===== src/rtl/pipelined_addsub_if.sv =====
`default_nettype none
// ============================================================================
// Module   : pipelined_addsub_if
// Purpose  : Operand/result bundle for pipelined_addsub. It carries the
//            operand channel and the result channel, each with its own
//            valid/ready pair.
// Ports    : master - drives operands and out_ready, receives results
//            slave  - receives operands and out_ready, drives results
// Revision : 1.0 - initial release
// ============================================================================
interface pipelined_addsub_if #(
  parameter int WIDTH = 16
);
  // operand channel
  logic             in_valid;
  logic             in_ready;
  logic [WIDTH-1:0] a;
  logic [WIDTH-1:0] b;
  logic             cin;
  logic             sub;
  // result channel
  logic             out_valid;
  logic             out_ready;
  logic [WIDTH-1:0] s;
  logic             cout;
  logic             ovf;
  logic             zero;

  modport master (
    output in_valid, a, b, cin, sub, out_ready,
    input  in_ready, out_valid, s, cout, ovf, zero
  );

  modport slave (
    input  in_valid, a, b, cin, sub, out_ready,
    output in_ready, out_valid, s, cout, ovf, zero
  );
endinterface
`default_nettype wire


===== src/rtl/pipelined_addsub.sv =====
`default_nettype none
// ============================================================================
// Module   : pipelined_addsub
// Purpose  : Adder/subtractor of WIDTH bits, pipelined as a carry ripple
//            across chunks. Each of STAGES = WIDTH/CHUNK register stages
//            resolves one CHUNK-bit slice and passes its carry to the next
//            stage. The pipeline accepts one operation per clock. A single
//            global advance signal provides full-pipeline backpressure.
// Ports    : clk   - rising-edge clock
//            rst_n - asynchronous active-low reset
//            bus   - pipelined_addsub_if.slave. Its WIDTH must match the
//                    WIDTH of this module.
//                    in_valid/in_ready/a/b/cin/sub   operand channel
//                    out_valid/out_ready/s/cout/ovf/zero result channel
// Params   : WIDTH must be a multiple of CHUNK.
// Revision : 1.0 - initial release
// ============================================================================
module pipelined_addsub #(
  parameter int WIDTH = 16,
  parameter int CHUNK = 4
) (
  input  wire logic          clk,
  input  wire logic          rst_n,
  pipelined_addsub_if.slave  bus
);

  localparam int STAGES = WIDTH / CHUNK;

  // All stages move together. A stage holds its contents, bubbles
  // included, only when the final stage has a result that is not consumed.
  logic             adv;
  logic [WIDTH-1:0] b_eff;
  logic             carry_first;

  assign adv         = !bus.out_valid || bus.out_ready;
  assign bus.in_ready = adv;

  // Subtraction is a + ~b + 1. The caller's cin is ignored in that mode.
  assign b_eff       = bus.sub ? ~bus.b : bus.b;
  assign carry_first = bus.sub | bus.cin;

  for (genvar k = 0; k < STAGES; k++) begin : g_stage
    localparam int LO  = k * CHUNK;        // first bit resolved here
    localparam int TOP = (k + 1) * CHUNK;  // bits completed after this stage

    // Operand bits not yet consumed, with the current slice in the LSBs.
    logic [WIDTH-LO-1:0] a_src;
    logic [WIDTH-LO-1:0] b_src;
    logic                c_in;
    logic                v_in;
    logic [TOP-1:0]      sum_next;

    logic [CHUNK-1:0]    a_slice;
    logic [CHUNK-1:0]    b_slice;
    logic [CHUNK:0]      chunk_sum;

    logic                valid_d, valid_q;
    logic [TOP-1:0]      sum_d, sum_q;
    logic                carry_d, carry_q;

    if (k == 0) begin : g_first
      assign a_src    = bus.a;
      assign b_src    = b_eff;
      assign c_in     = carry_first;
      assign v_in     = bus.in_valid;  // qualified by adv below
      assign sum_next = chunk_sum[CHUNK-1:0];
    end else begin : g_next
      assign a_src    = g_stage[k-1].g_rem.a_rem_q;
      assign b_src    = g_stage[k-1].g_rem.b_rem_q;
      assign c_in     = g_stage[k-1].carry_q;
      assign v_in     = g_stage[k-1].valid_q;
      assign sum_next = {chunk_sum[CHUNK-1:0], g_stage[k-1].sum_q};
    end

    assign a_slice   = a_src[CHUNK-1:0];
    assign b_slice   = b_src[CHUNK-1:0];
    assign chunk_sum = {1'b0, a_slice} + {1'b0, b_slice} + {{CHUNK{1'b0}}, c_in};

    // Data registers update on every advance, whether or not the stage is
    // valid. This keeps the outputs deterministic for bubbles.
    always_comb begin
      valid_d = valid_q;
      sum_d   = sum_q;
      carry_d = carry_q;
      if (adv) begin
        valid_d = v_in;
        sum_d   = sum_next;
        carry_d = chunk_sum[CHUNK];
      end
    end

    always_ff @(posedge clk or negedge rst_n) begin
      if (!rst_n) begin
        valid_q <= 1'b0;
        sum_q   <= '0;
        carry_q <= 1'b0;
      end else begin
        valid_q <= valid_d;
        sum_q   <= sum_d;
        carry_q <= carry_d;
      end
    end

    if (k < STAGES - 1) begin : g_rem
      localparam int REM = WIDTH - TOP;
      logic [REM-1:0] a_rem_d, a_rem_q;
      logic [REM-1:0] b_rem_d, b_rem_q;

      always_comb begin
        a_rem_d = a_rem_q;
        b_rem_d = b_rem_q;
        if (adv) begin
          a_rem_d = a_src[WIDTH-LO-1:CHUNK];
          b_rem_d = b_src[WIDTH-LO-1:CHUNK];
        end
      end

      always_ff @(posedge clk or negedge rst_n) begin
        if (!rst_n) begin
          a_rem_q <= '0;
          b_rem_q <= '0;
        end else begin
          a_rem_q <= a_rem_d;
          b_rem_q <= b_rem_d;
        end
      end
    end

    if (k == STAGES - 1) begin : g_last
      // The carry into the top bit is recovered from that bit's own sum:
      // c_in(msb) = a(msb) ^ b(msb) ^ s(msb). This works for any CHUNK,
      // including CHUNK = 1.
      logic cmsb_d, cmsb_q;

      always_comb begin
        cmsb_d = cmsb_q;
        if (adv) begin
          cmsb_d = a_slice[CHUNK-1] ^ b_slice[CHUNK-1] ^ chunk_sum[CHUNK-1];
        end
      end

      always_ff @(posedge clk or negedge rst_n) begin
        if (!rst_n) begin
          cmsb_q <= 1'b0;
        end else begin
          cmsb_q <= cmsb_d;
        end
      end
    end
  end

  assign bus.out_valid = g_stage[STAGES-1].valid_q;
  assign bus.s         = g_stage[STAGES-1].sum_q;
  assign bus.cout      = g_stage[STAGES-1].carry_q;
  assign bus.ovf       = g_stage[STAGES-1].g_last.cmsb_q ^ g_stage[STAGES-1].carry_q;
  assign bus.zero      = (g_stage[STAGES-1].sum_q == '0);

endmodule
`default_nettype wire

===== src/flat_wrapper.sv =====
// flat-port wrapper written by rule: the top's interface ports become plain ports
module pipelined_addsub_flat 
#(
  parameter int WIDTH = 16,
  parameter int CHUNK = 4
)
  (clk, rst_n, bus_in_valid, bus_a, bus_b, bus_cin, bus_sub, bus_out_ready, bus_in_ready, bus_out_valid, bus_s, bus_cout, bus_ovf, bus_zero);
  pipelined_addsub_if #(.WIDTH(WIDTH)) bus_i ();
  input  wire logic clk;
  input  wire logic rst_n;
  input wire logic [$bits(bus_i.in_valid)-1:0] bus_in_valid;
  input wire logic [$bits(bus_i.a)-1:0] bus_a;
  input wire logic [$bits(bus_i.b)-1:0] bus_b;
  input wire logic [$bits(bus_i.cin)-1:0] bus_cin;
  input wire logic [$bits(bus_i.sub)-1:0] bus_sub;
  input wire logic [$bits(bus_i.out_ready)-1:0] bus_out_ready;
  output wire logic [$bits(bus_i.in_ready)-1:0] bus_in_ready;
  output wire logic [$bits(bus_i.out_valid)-1:0] bus_out_valid;
  output wire logic [$bits(bus_i.s)-1:0] bus_s;
  output wire logic [$bits(bus_i.cout)-1:0] bus_cout;
  output wire logic [$bits(bus_i.ovf)-1:0] bus_ovf;
  output wire logic [$bits(bus_i.zero)-1:0] bus_zero;
  assign bus_i.in_valid = bus_in_valid;
  assign bus_i.a = bus_a;
  assign bus_i.b = bus_b;
  assign bus_i.cin = bus_cin;
  assign bus_i.sub = bus_sub;
  assign bus_i.out_ready = bus_out_ready;
  assign bus_in_ready = bus_i.in_ready;
  assign bus_out_valid = bus_i.out_valid;
  assign bus_s = bus_i.s;
  assign bus_cout = bus_i.cout;
  assign bus_ovf = bus_i.ovf;
  assign bus_zero = bus_i.zero;
  pipelined_addsub #(.WIDTH(WIDTH), .CHUNK(CHUNK)) u_core (.clk(clk), .rst_n(rst_n), .bus(bus_i));
endmodule

===== config.mk =====
export PLATFORM = sky130hd
export DESIGN_NAME = pipelined_addsub_flat
export DESIGN_NICKNAME = d
export VERILOG_FILES = /design/src/rtl/pipelined_addsub_if.sv /design/src/rtl/pipelined_addsub.sv /design/src/flat_wrapper.sv
export SDC_FILE = /design/constraint.sdc
export NUM_CORES = 1
export LEC_CHECK = 0
export ABC_AREA = 1
export BUFFER_PORTS_ARGS = -buffer_cell sky130_fd_sc_hd__clkbuf_2
export CORE_MARGIN = 5
export CORE_UTILIZATION = 27
export CTS_CLUSTER_DIAMETER = 120
export CTS_CLUSTER_SIZE = 24
export DETAILED_ROUTE_END_ITERATION = 7
export PLACE_DENSITY = 0.44
export SYNTH_ARGS = -nofsm -noshare
export SYNTH_HDL_FRONTEND = slang
export SYNTH_SLANG_ARGS = --single-unit

===== constraint.sdc =====
create_clock -name clk -period 1.5 [get_ports clk]
set_input_delay 0.3 -clock clk [delete_from_list [all_inputs] [get_ports clk]]
set_output_delay 0.3 -clock clk [all_outputs]
set_load 0.01 [all_outputs]

; After elaboration in Yosys (flattened, before gate mapping)
; Index checks and enable logic that the tools add are counted.
[word_totals]
ff_bits = 97
output_inout_bits = 21
[op_classes]
addsub = 8
mux = 1
bitwise_logic = 5
reduce_logical = 3
[ops]
columns = cell, n
row1 = $add 4x4->5, 4
row2 = $add 5x1->5, 4
row3 = $logic_not 16->1, 1
row4 = $mux 16, 1
row5 = $not 16->16, 1
row6 = $xor 1x1->1, 3
row7 = $logic_not 1->1, 1
row8 = $logic_or 1x1->1, 1
row9 = $or 1x1->1, 1

; Depth between registers and ports, before layout
[logic_depth]
depth_word = 4
depth_mapped = 11
depth_no_buf = 9

; Worst setup path after synthesis
; No wires, ideal clock.
[synth_timing]
path_type = input -> register
from = in bus_sub
to = reg u_core.g_stage[0].sum_q[1]
setup_ns = 0.077
arrival_ns = 1.855
slack_ns = -0.431
path_stages = 7
path_cell_list = buf_2 -> buf_4 -> or2_1 -> fa_1 -> inv_1 -> fa_1 -> o21ai_1
[synth_via]
elab_chain_len = 3
elab_cells_between_ends = 4
classes_between = 2 x add/sub / 1 x mux / 1 x bitwise
[synth_lines]
columns = element, line
row1 = from (decl), flat_wrapper.sv:15  ; input wire logic [$bits(bus_i.sub)-1:0] bus_sub;
row2 = $mux 16, pipelined_addsub.sv:39  ; assign b_eff = bus.sub ? ~bus.b : bus.b;
row3 = $add 4x4->5, pipelined_addsub.sv:77  ; assign chunk_sum = {1'b0, a_slice} + {1'b0, b_slice} + {{CHUNK{1'b0}}, c_in};
row4 = $add 5x1->5 *, pipelined_addsub.sv:77
row5 = to (signal assigned), pipelined_addsub.sv:99  ; sum_q <= sum_d;
row6 = to (decl), pipelined_addsub.sv:58  ; logic [TOP-1:0] sum_d, sum_q;
; Mark *: on every way between the ends. The rest lies on a longest branch, timed or not.
; A chain may end at the register's enable or synchronous reset.

; Worst setup path after layout
[layout_timing]
from = reg u_core.g_stage[3].sum_q[12] (netlist: u_core.bus.s[12])
to = out bus_zero
[layout_via]
elab_chain_len = 1
[layout_lines]
columns = element, line
row1 = from (decl), pipelined_addsub.sv:58
row2 = from (signal assigned), pipelined_addsub.sv:99
row3 = $logic_not 16->1, pipelined_addsub.sv:156  ; assign bus.zero = (g_stage[STAGES-1].sum_q == '0);
row4 = to (decl), flat_wrapper.sv:22  ; output wire logic [$bits(bus_i.zero)-1:0] bus_zero;
; No other way between the ends.

==> results.cfg <==
[die]
ios = 59
die_y_um = 137
core-area_um2 = 15800
die_width_um = 137
rows = 46
initial_core_util_pct = 27.5
die-area_um2 = 18800

[timing]
hold_viol = 0
min_period_ps = 1630
timing.hold.ws_ps = 156
rsz0062_at_grt = true
drv_slew = 0
worstMarginPinSlew_ps = 351
setup_slack_ps = -126
min_period_over_period_pct = 108
slew_headroom_pct = 76.6
fin_skew_ps = 4.71
setup_viol = 5
max_freq_ghz = 0.615
tns_ps = -366

[placement]
io_buffers = 58
gp_congestion = 0.757
dpl.hpwl_mm = 6.55
place_ws_ps = -229
dpl_cell_area_um2 = 5020

[setup_path]
worstPathRequired_ps = 1200
rrSetupSlack_ps = -100
critPathTopFamily = simple AND/OR/NAND/NOR gates
cpMaxStageDelayCell = dfrtp_1
crit_fanout = 2
crit_cells = 6
rr_endpoint = u_core.bus.cout
startpoint = u_core.bus.s[12]
reg2reg_from = u_core.g_stage[2].carry_q
crit_path_end = bus_zero
path_cells = inv_2, nand2_2, nor3_4, nand3_1, nor2_1, buf_2
slowest_delay_ps = 390
crit_type = flop to output port
path_buf_inv = 2
arrival_ps = 1330
end_kind = output port
reg2regPathDepth = 6
startpoint_type = flop

[clock_tree]
cts_buffers = 9
clockRootBuffer = clkbuf_16
clkSinkCount = 97
cts_tree = done
clk_latency_ps = 340
h-tree-depth = 3
clk_pin_slew_ps = 60
cts.path.max_buffers = 2

[outcome]
violations = negative setup slack
outcome = finished, violations left

[routing]
drc = 0
via_per_inst = 4.06
wl_per_cell_um = 12.0
via_count = 3146
drt_iter0_markers = 122
postRouteAntennaNets = 0
drt-total-wl_mm = 9.31
drtPass1Iterations = 4

[final_layout]
antennaDiodeCount = 0
drive_above_1_share_pct = 23.8
seq_area_um2 = 2430
syn_to_final_growth_pct = 26.5
nets = 612
fillers = 1609
multi_input_area_um2 = 1710
post-route-cell-area_um2 = 5500

[global_route]
grt_use_total_pct = 10.6
grt_max_degree = 60
grt_remaining_overflow = 0
grt_pass1_vias = 3238
grt_pass1_wl_mm = 15.9
antenna_found_initial = 0

[synthesis]
synth_area_per_cell_um2 = 9.10
ys_seq_elements = 97
yosysSeqAreaShare_pct = 55.8
synth_fp_nets = 536
synth_area_um2 = 4350
synth.distinct_cells = 26
syn_inst = 478
yosysWarningCount = 0

[power]
leakage_nw = 2.73
power_mw = 11.1
irDropWorstVdd_mv = 0.699
power_density_nw_per_um2 = 2020

[worst_hold_path]
hp-class = primary input to flop

[run]
maxCapViolCount = 0
-- cell type report --
cell class,instances,area share [%]
repair buffers,87,10.8
multi-input cells,310,31.0
clock inverters,2,0.637
flip-flops and latches,97,44.1
inverters,49,3.43
well taps,216,4.91
clock buffers,13,5.09
-- tightest hold or removal path, stage by stage --
cell and delay, ps:
clkbuf_2 70, nand2_1 40, nand2_1 50
-- worst min-delay path by stage --
| stage | cells past startpoint | start | to | slack [ps] |
|---|---|---|---|---|
| after floorplan | 0 | rst_n | u_core.bus.cout | 4 |
| after global placement | 1 | rst_n | u_core.g_stage[0].g_rem.a_rem_q[3] | 230 |
| after detailed placement | 1 | rst_n | u_core.g_stage[0].g_rem.b_rem_q[2] | 240 |
| after CTS | 3 | bus_a[7] | u_core.g_stage[0].g_rem.a_rem_q[3] | 140 |
| after global routing | 3 | bus_a[7] | u_core.g_stage[0].g_rem.a_rem_q[3] | 160 |
| final | 3 | bus_a[7] | u_core.g_stage[0].g_rem.a_rem_q[3] | 160 |
-- timing repair --
action | CTS | global route
cloned | 0 | 0
endpoints found under the setup margin | 8 | 11
pin swaps | 6 | 14
hold buffers | 1 | 0
hold endpoints to repair | 21 | 0
resized for setup | 8 | 22
buffers inserted | 1 | 11
-- power by group --
group          total [mW]  leakage, nW  switching, mW  internal [mW]
clock                2.39        0.158          0.931           1.46
combinational        4.26         1.40           2.39           1.87
sequential           4.44         1.17          0.657           3.78
total                11.1         2.73           3.98           7.12
-- cells in the mapped netlist --
cell type	instances	area [um^2]
a21oi_1	7	35.0
a31oi_1	1	6.26
buf_1	1	3.75
buf_2	10	50.1
buf_4	3	22.5
buf_6	1	11.3
clkbuf_1	7	26.3
dfrtp_1	97	2430
fa_1	8	160
ha_1	12	150
inv_1	48	180
inv_2	1	3.75
nand2_1	153	574
nand3_1	16	80.1
nand4_1	1	6.26
nor2_1	20	75.1
nor2_4	1	11.3
nor3_1	1	5.00
o21ai_0	25	125
o21ai_1	43	215
o22ai_1	1	6.26
o31ai_1	1	7.51
or2_1	2	12.5
or2_2	1	6.26
xnor2_1	13	114
xor2_1	4	35.0
-- state kept, by name, indices dropped and copies added (netlist names) --
signal / flops
u_core.g_stage.g_rem.a_rem_q: 24
u_core.g_stage.g_rem.b_rem_q: 24
u_core.g_stage.sum_q: 24
u_core.bus.s: 16
u_core.g_stage.carry_q: 3
u_core.g_stage.valid_q: 3
u_core.bus.cout: 1
u_core.bus.out_valid: 1
u_core.g_stage.g_last.cmsb_q: 1
-- cell usage in the layout (no fill, tap or decap), types with 2 or more instances in the layout --
| cell | n |
|---|---|
| clkbuf_8 | 4 |
| xor2_1 | 3 |
| nand2_1 | 148 |
| inv_1 | 40 |
| nor2_1 | 20 |
| nand3_2 | 2 |
| a21oi_1 | 6 |
| o21ai_2 | 3 |
| fa_2 | 7 |
| buf_12 | 6 |
| nand3_1 | 14 |
| clkbuf_2 | 55 |
| or2_1 | 2 |
| inv_2 | 8 |
| o21ai_0 | 24 |
| nand2_2 | 5 |
| xnor2_1 | 13 |
| buf_4 | 23 |
| ha_1 | 12 |
| clkbuf_16 | 9 |
| o21ai_1 | 41 |
| dfrtp_1 | 97 |
-- cells by family (layout without fill, tap and decap cells) --
logic type	count (synthesis)	after routing	share of synthesized area [%]
compound gates	78	78	9.09
xor+xnor	17	17	3.42
fa+ha+maj	20	20	7.13
buf+inv	71	151	6.84
flops	97	97	55.8
simple gates	195	195	17.7
-- routing by layer --
metal / vias to the layer above / track usage [%] / wire [um]
met5: - / 0 / 0
met4: 0 / 4.66 / 153
met3: 11 / 1.95 / 207
met2: 45 / 15.7 / 4000
met1: 1444 / 15.1 / 4940
li1: 1646 / - / -
-- stage by stage --
stage	util, %	cells
finish	34.8	774
global route	34.8	774
CTS	33.9	763
detailed placement	31.7	747
global placement	31.7	747
floorplan	-	478
Note: power is estimated with default switching activity, not from simulation.
